### config.mk
export PLATFORM = sky130hd
export DESIGN_NAME = priority_encoder_flat
export DESIGN_NICKNAME = d
export VERILOG_FILES = /design/src/rtl/priority_encoder_pkg.sv /design/src/rtl/priority_encoder_if.sv /design/src/rtl/priority_encoder_core.sv /design/src/rtl/priority_encoder.sv /design/src/flat_wrapper.sv
export SDC_FILE = /design/constraint.sdc
export NUM_CORES = 1
export LEC_CHECK = 0
export ABC_AREA = 1
export CAP_MARGIN = 20
export CORE_AREA = 5 5 42 44
export CTS_BUF_LIST = sky130_fd_sc_hd__clkbuf_4
export DETAILED_ROUTE_END_ITERATION = 10
export DIE_AREA = 0 0 47 49
export GPL_TIMING_DRIVEN = 0
export SETUP_SLACK_MARGIN = 0.5
export SLEW_MARGIN = 40
export SYNTH_ARGS = -nofsm -noshare
export SYNTH_HDL_FRONTEND = slang
export SYNTH_SLANG_ARGS = --single-unit
### constraint.sdc
create_clock -name clk -period 1.5 [get_ports clk]
set_input_delay 0.3 -clock clk [delete_from_list [all_inputs] [get_ports clk]]
set_output_delay 0.3 -clock clk [all_outputs]
set_load 0.1 [all_outputs]
### src/rtl/priority_encoder_pkg.sv
// ----------------------------------------------------------------------------
// priority_encoder_pkg
// Shared definitions for the registered priority encoder.
//   - DEFAULT_M / DEFAULT_N : default request width and index width
//   - clog2()               : ceiling log2, used to check that the index
//                             width can represent every request position
// ----------------------------------------------------------------------------
package priority_encoder_pkg;

    localparam int DEFAULT_M = 8;
    localparam int DEFAULT_N = 3;

    // Smallest w such that 2**w >= value. clog2(1) = 0.
    function automatic int clog2(input int value);
        int width;
        int span;
        width = 0;
        span  = 1;
        while (span < value) begin
            span  = span << 1;
            width = width + 1;
        end
        return width;
    endfunction

endpackage : priority_encoder_pkg

### src/rtl/priority_encoder_if.sv
// ----------------------------------------------------------------------------
// priority_encoder_if
// Signal bundle between a requester and the registered priority encoder.
//   en    : capture enable (requester -> encoder)
//   in    : m-bit request vector (requester -> encoder)
//   out   : registered index of the highest set request (encoder -> requester)
//   valid : registered "at least one request was set" (encoder -> requester)
// Modports:
//   master : requester side
//   slave  : encoder side
// ----------------------------------------------------------------------------
interface priority_encoder_if #(
    parameter int m = priority_encoder_pkg::DEFAULT_M,
    parameter int n = priority_encoder_pkg::DEFAULT_N
) ();

    logic         en;
    logic [m-1:0] in;
    logic [n-1:0] out;
    logic         valid;

    modport master (
        output en,
        output in,
        input  out,
        input  valid
    );

    modport slave (
        input  en,
        input  in,
        output out,
        output valid
    );

endinterface : priority_encoder_if

### src/rtl/priority_encoder_core.sv
// ----------------------------------------------------------------------------
// priority_encoder_core
// Purely combinational m-to-n priority encoder; the highest set index wins.
//   in  [m-1:0] : request vector
//   idx [n-1:0] : index of the highest set bit (0 when no bit is set)
//   any         : 1 when at least one bit of in is set
// ----------------------------------------------------------------------------
module priority_encoder_core
    import priority_encoder_pkg::*;
#(
    parameter int m = DEFAULT_M,
    parameter int n = DEFAULT_N
) (
    input  logic [m-1:0] in,
    output logic [n-1:0] idx,
    output logic         any
);

    // Ascending scan where later hits overwrite earlier ones, so the last
    // (highest) set position is what remains. The index is narrowed to n
    // bits; the top level guarantees 2**n >= m so nothing is lost, and
    // positions >= m are never visited, so unused codes cannot appear.
    always_comb begin
        idx = '0;
        any = 1'b0;
        for (int i = 0; i < m; i++) begin
            if (in[i]) begin
                idx = i[n-1:0];
                any = 1'b1;
            end
        end
    end

endmodule : priority_encoder_core

### src/rtl/priority_encoder.sv
// ----------------------------------------------------------------------------
// priority_encoder
// Registered m-to-n priority encoder. On each rising clk edge with en high,
// captures the index of the highest set bit of in and whether any bit was
// set. With en low the registers hold. Latency is exactly one cycle.
//   clk   : rising-edge clock
//   rst_n : asynchronous active-low reset (clears out and valid at once)
//   bus   : priority_encoder_if.slave (en, in -> out, valid)
// Parameters:
//   m : request width (m >= 2)
//   n : index width (2**n >= m), checked at elaboration
// ----------------------------------------------------------------------------
module priority_encoder
    import priority_encoder_pkg::*;
#(
    parameter int m = DEFAULT_M,
    parameter int n = DEFAULT_N
) (
    input  logic                 clk,
    input  logic                 rst_n,
    priority_encoder_if.slave    bus
);

    // An index width that cannot name every request would silently alias
    // high requests onto low codes, so refuse to build it.
    if (m < 2) begin : g_bad_m
        $fatal(1, "priority_encoder: m=%0d must be >= 2", m);
    end
    if (n < clog2(m)) begin : g_bad_n
        $fatal(1, "priority_encoder: n=%0d too narrow for m=%0d (need %0d)",
               n, m, clog2(m));
    end

    logic [n-1:0] enc_idx;
    logic         enc_any;

    logic [n-1:0] out_d;
    logic [n-1:0] out_q;
    logic         valid_d;
    logic         valid_q;

    priority_encoder_core #(
        .m (m),
        .n (n)
    ) u_core (
        .in  (bus.in),
        .idx (enc_idx),
        .any (enc_any)
    );

    always_comb begin
        out_d   = out_q;
        valid_d = valid_q;
        if (bus.en) begin
            out_d   = enc_idx;
            valid_d = enc_any;
        end
    end

    always_ff @(posedge clk or negedge rst_n) begin
        if (!rst_n) begin
            out_q   <= '0;
            valid_q <= 1'b0;
        end else begin
            out_q   <= out_d;
            valid_q <= valid_d;
        end
    end

    assign bus.out   = out_q;
    assign bus.valid = valid_q;

endmodule : priority_encoder

### src/flat_wrapper.sv
// flat-port wrapper written by rule: the top's interface ports become plain ports
module priority_encoder_flat import priority_encoder_pkg::*;
#(
    parameter int m = DEFAULT_M,
    parameter int n = DEFAULT_N
)
  (clk, rst_n, bus_en, bus_in, bus_out, bus_valid);
  priority_encoder_if #(.m(m), .n(n)) bus_i ();
  input  logic clk;
  input  logic rst_n;
  input wire logic [$bits(bus_i.en)-1:0] bus_en;
  input wire logic [$bits(bus_i.in)-1:0] bus_in;
  output wire logic [$bits(bus_i.out)-1:0] bus_out;
  output wire logic [$bits(bus_i.valid)-1:0] bus_valid;
  assign bus_i.en = bus_en;
  assign bus_i.in = bus_in;
  assign bus_out = bus_i.out;
  assign bus_valid = bus_i.valid;
  priority_encoder #(.m(m), .n(n)) u_core (.clk(clk), .rst_n(rst_n), .bus(bus_i));
endmodule
; ---- Yosys cells after proc, flatten, opt, wreduce, memory -nomap -nowiden
; Cells that the tools add are included.
[totals]
elab_cells = 17
inputBits = 11
regBits = 4
out_inout_bits = 4
[op_classes]
n_mux = 15
[op_table]
columns = op, count
row1 = $mux W3, 6
row2 = $mux W1, 9

; ---- Depth between registers and ports, before layout
[depth]
depth_word = 8
mapped_depth = 7
depth_no_buf = 7

; ---- Hierarchy
; A second synthesis with hierarchy kept.
[hier_totals]
cells_unflattened = 37
area_unflattened_um2 = 226.5
[modules_own_cells]
columns = module, area_per_inst_um2, cells_per_inst, n_inst
row1 = priority_encoder, 148.9, 17, 1
row2 = priority_encoder_core, 77.6, 20, 1

; ---- Worst setup path after synthesis
; No wires, ideal clock.
[synth_timing]
path_kind = reg-to-reg
start = register, netlist name u_core.bus.out[0]
end = register u_core.out_q[0] (netlist: u_core.bus.out[0])
setup_time_ns = 0.074
t_required_ns = 1.426
n_path_buf = 0
slack_ns = 0.274
t_arrival_ns = 1.152
period_less_slack_ns = 1.226
path_stages_with_launch = 3
path_cell_list = dfrtp_1 > nor2_1 > a21oi_2
[synth_rtl]
columns = element, line
row1 = "end signal, assigned", priority_encoder.sv:65  ; out_q <= out_d;
row2 = "end, declared", priority_encoder.sv:38  ; logic [n-1:0] out_q;

; ---- Worst setup path after layout
[layout_timing]
start = register u_core.out_q[0] (netlist: u_core.bus.out[0])
end = output bus_out[0]
[layout_rtl]
columns = element, line
row1 = "end, declared", flat_wrapper.sv:13  ; output wire logic [$bits(bus_i.out)-1:0] bus_out;
; No word-level cell between the ends.

==> results.cfg <==
[layout]
syn2layout_area_growth_pct = 114.2
fillCellCount = 166
num_antenna_cells = 0
postLayoutCellArea_um2 = 471.7
nets = 64
drive_gt1_frac = 0.4118

[power_and_ir_drop]
power.total_mw = 0.4172
cellLeakagePower_nw = 0.2447
peakVddDrop_mv = 0.1921
power_density_mw_per_mm2 = 884.5

[run_status]
status = finished, final reports clean

[timing]
max_freq_ghz = 0.8965
period_needed_ns = 1.115
worst_slew_pin_slew_ns = 0.1994
post-route-period-util = 0.7436
fin_skew_ns = 0
fin_ws_ns = 0.3846
setup_violations = 0
hold_viol = 0
slew_headroom = 0.8659
grt_setup_unrepaired = true
slew_viol_final = 0

[die]
ios = 15
core_area_mm2 = 0.001401
rows = 14
die_w_um = 47
start_util = 0.1571
die_area_mm2 = 0.002303
fp.dieH_um = 49

[cts]
ctsHtreeMaxLevel = 1
clk-insertion-delay-late_ns = 0.23
clk_path_buf_depth = 2
cts_made_buffers = 3
cts_tree = yes
cts_sinks = 4
cts-root-buf = clkbuf_4
postCtsHoldBufs = 0
clkTransAtPathRegs_ns = 0.04

[yosys]
syn-cell-area_um2 = 220.2
ys_seq_area_frac = 0.4545
synth_top_area_frac = 0.4545
ys.flop_type = dfrtp_1
synth-warning-count = 0
synth_cell_types = 11
async_reset_ff_frac = 1.000
synth.largest_area_cell = dfrtp_1
synth-edff-count = 0
synth_cells = 30
yosysMostFrequentCell = nand2_1
synth_area_leaders = dfrtp_1 45%, nand2_1 19%, inv_1 8.5%
ys_ff_latch = 4
synth_common_cells = 11 x nand2_1, 5 x inv_1, 4 x dfrtp_1
syn-num-nets = 41
avgSynthCellArea_um2 = 7.340

[routing]
vias = 250
drcViolationCount = 0
wire_per_inst_um = 8.060
ant_nets = 0
first_pass_iters = 1
viasPerCell = 3.731
drt-total-wl_um = 540
drtIter0Drc = 0

[min_path]
worstHoldPathType = primary input to async pin

[setup_path]
cp_max_fo = 2
crit_family = flip-flops
timing.critical_path.buf_inv = 1
arrival_ns = 0.82
critical_path_class = register to output port
cp.required_ns = 1.20
worst_path_largest_cell_delay_ns = 0.41
critPathLaunchType = register
reg2reg_slack_ns = 0.71
crit_chain = buf_8
r2r_end = u_core.bus.valid
slowest_stage = dfrtp_2
rr_startpoint = u_core.bus.valid
endpoint_kind = output port
reg2regPathDepth = 3

[place]
portBuffers = 14
gp_congestion = 0.7096
dpl-instance-area_um2 = 365.4
place_ws_ns = 0.2026
dpl.hpwl_um = 467.6

[global_routing]
grt_usage = 0.05787
grt_max_degree = 6
grt_pass1_wl_um = 917
antenna_found_initial = 0
grt_pass1_vias = 258
overflow = 0

[flow_run]
max_cap_violations = 0
layout make-up:
type                            instances  area [µm²]  area share
Clock buffer                            3       22.52     0.04775
Inverter                                6       22.52     0.04775
Multi-Input combinational cell         20       97.59      0.2069
Sequential cell                         4       105.1      0.2228
Tap cell                               16       20.02     0.04244
Timing Repair Buffer                   18       203.9      0.4324
how the worst max path moves through the flow:
stage / start / end / slack (ns) / depth (start not counted)
after floorplan: u_core.bus.out[1] / bus_out[1] / 0.55 / 0
after global placement: u_core.bus.valid / bus_valid / -0.27 / 1
after detailed placement: bus_en / u_core.bus.out[1] / 0.20 / 4
after CTS: u_core.bus.out[0] / bus_out[0] / 0.37 / 1
after global routing: u_core.bus.out[2] / bus_out[2] / 0.36 / 1
final: u_core.bus.out[0] / bus_out[0] / 0.38 / 1
flip-flops by register name, indices dropped and copies added, names as in the netlist:
signal and cells:
u_core.bus.valid 1, u_core.bus.out 3
routing by layer:
| metal | track usage | wire length [µm] | part of all wire | vias to the layer above |
|---|---|---|---|---|
| li1 | - | - | - | 134 |
| met1 | 0.06416 | 208 | 0.39 | 103 |
| met2 | 0.07919 | 284 | 0.53 | 13 |
| met3 | 0 | 48 | 0.089 | 0 |
| met4 | 0.08295 | 0 | 0 | 0 |
| met5 | 0 | 0 | 0 | - |
cells in the final DEF, fill, tap and decap left out, types with 2 or more instances in the layout:
master,count
inv_2,2
dfrtp_2,4
nor2_1,2
clkbuf_4,3
dlymetal6s2s_1,2
inv_1,4
buf_12,3
nand2_1,11
nor2_2,2
dlygate4sd2_1,5
clkdlybuf4s50_1,3
buf_4,4
through the flow:
step                utilization  hold WS (ns)  cells  setup TNS (ns)
global placement         0.2750        0.4719     60          -1.065
finish                   0.3366        0.2673     67               0
CTS                      0.3304        0.2661     67               0
global route             0.3366        0.2744     67               0
floorplan                     -      0.004409     30               0
detailed placement       0.2607        0.4799     60               0
cells by family (layout without fill, tap and decap cells):
family	Yosys count	in the layout	synth area share
flops	4	4	0.4546
simple gates	16	16	0.3011
buf+inv	6	27	0.1023
compound gates	4	4	0.1421
power breakdown:
part | internal, mW | total [mW] | switching, mW
clock network | 0.0894 | 0.132 | 0.0430
logic | 0.0656 | 0.158 | 0.0924
registers | 0.119 | 0.127 | 0.00824
timing repair:
action                     in CTS  in global routing
setup buffers                   4                  0
resized for setup              19                  4
setup endpoints to repair       7                  7
pin swaps                       5                  3
Power figures use the tool's default switching activity.
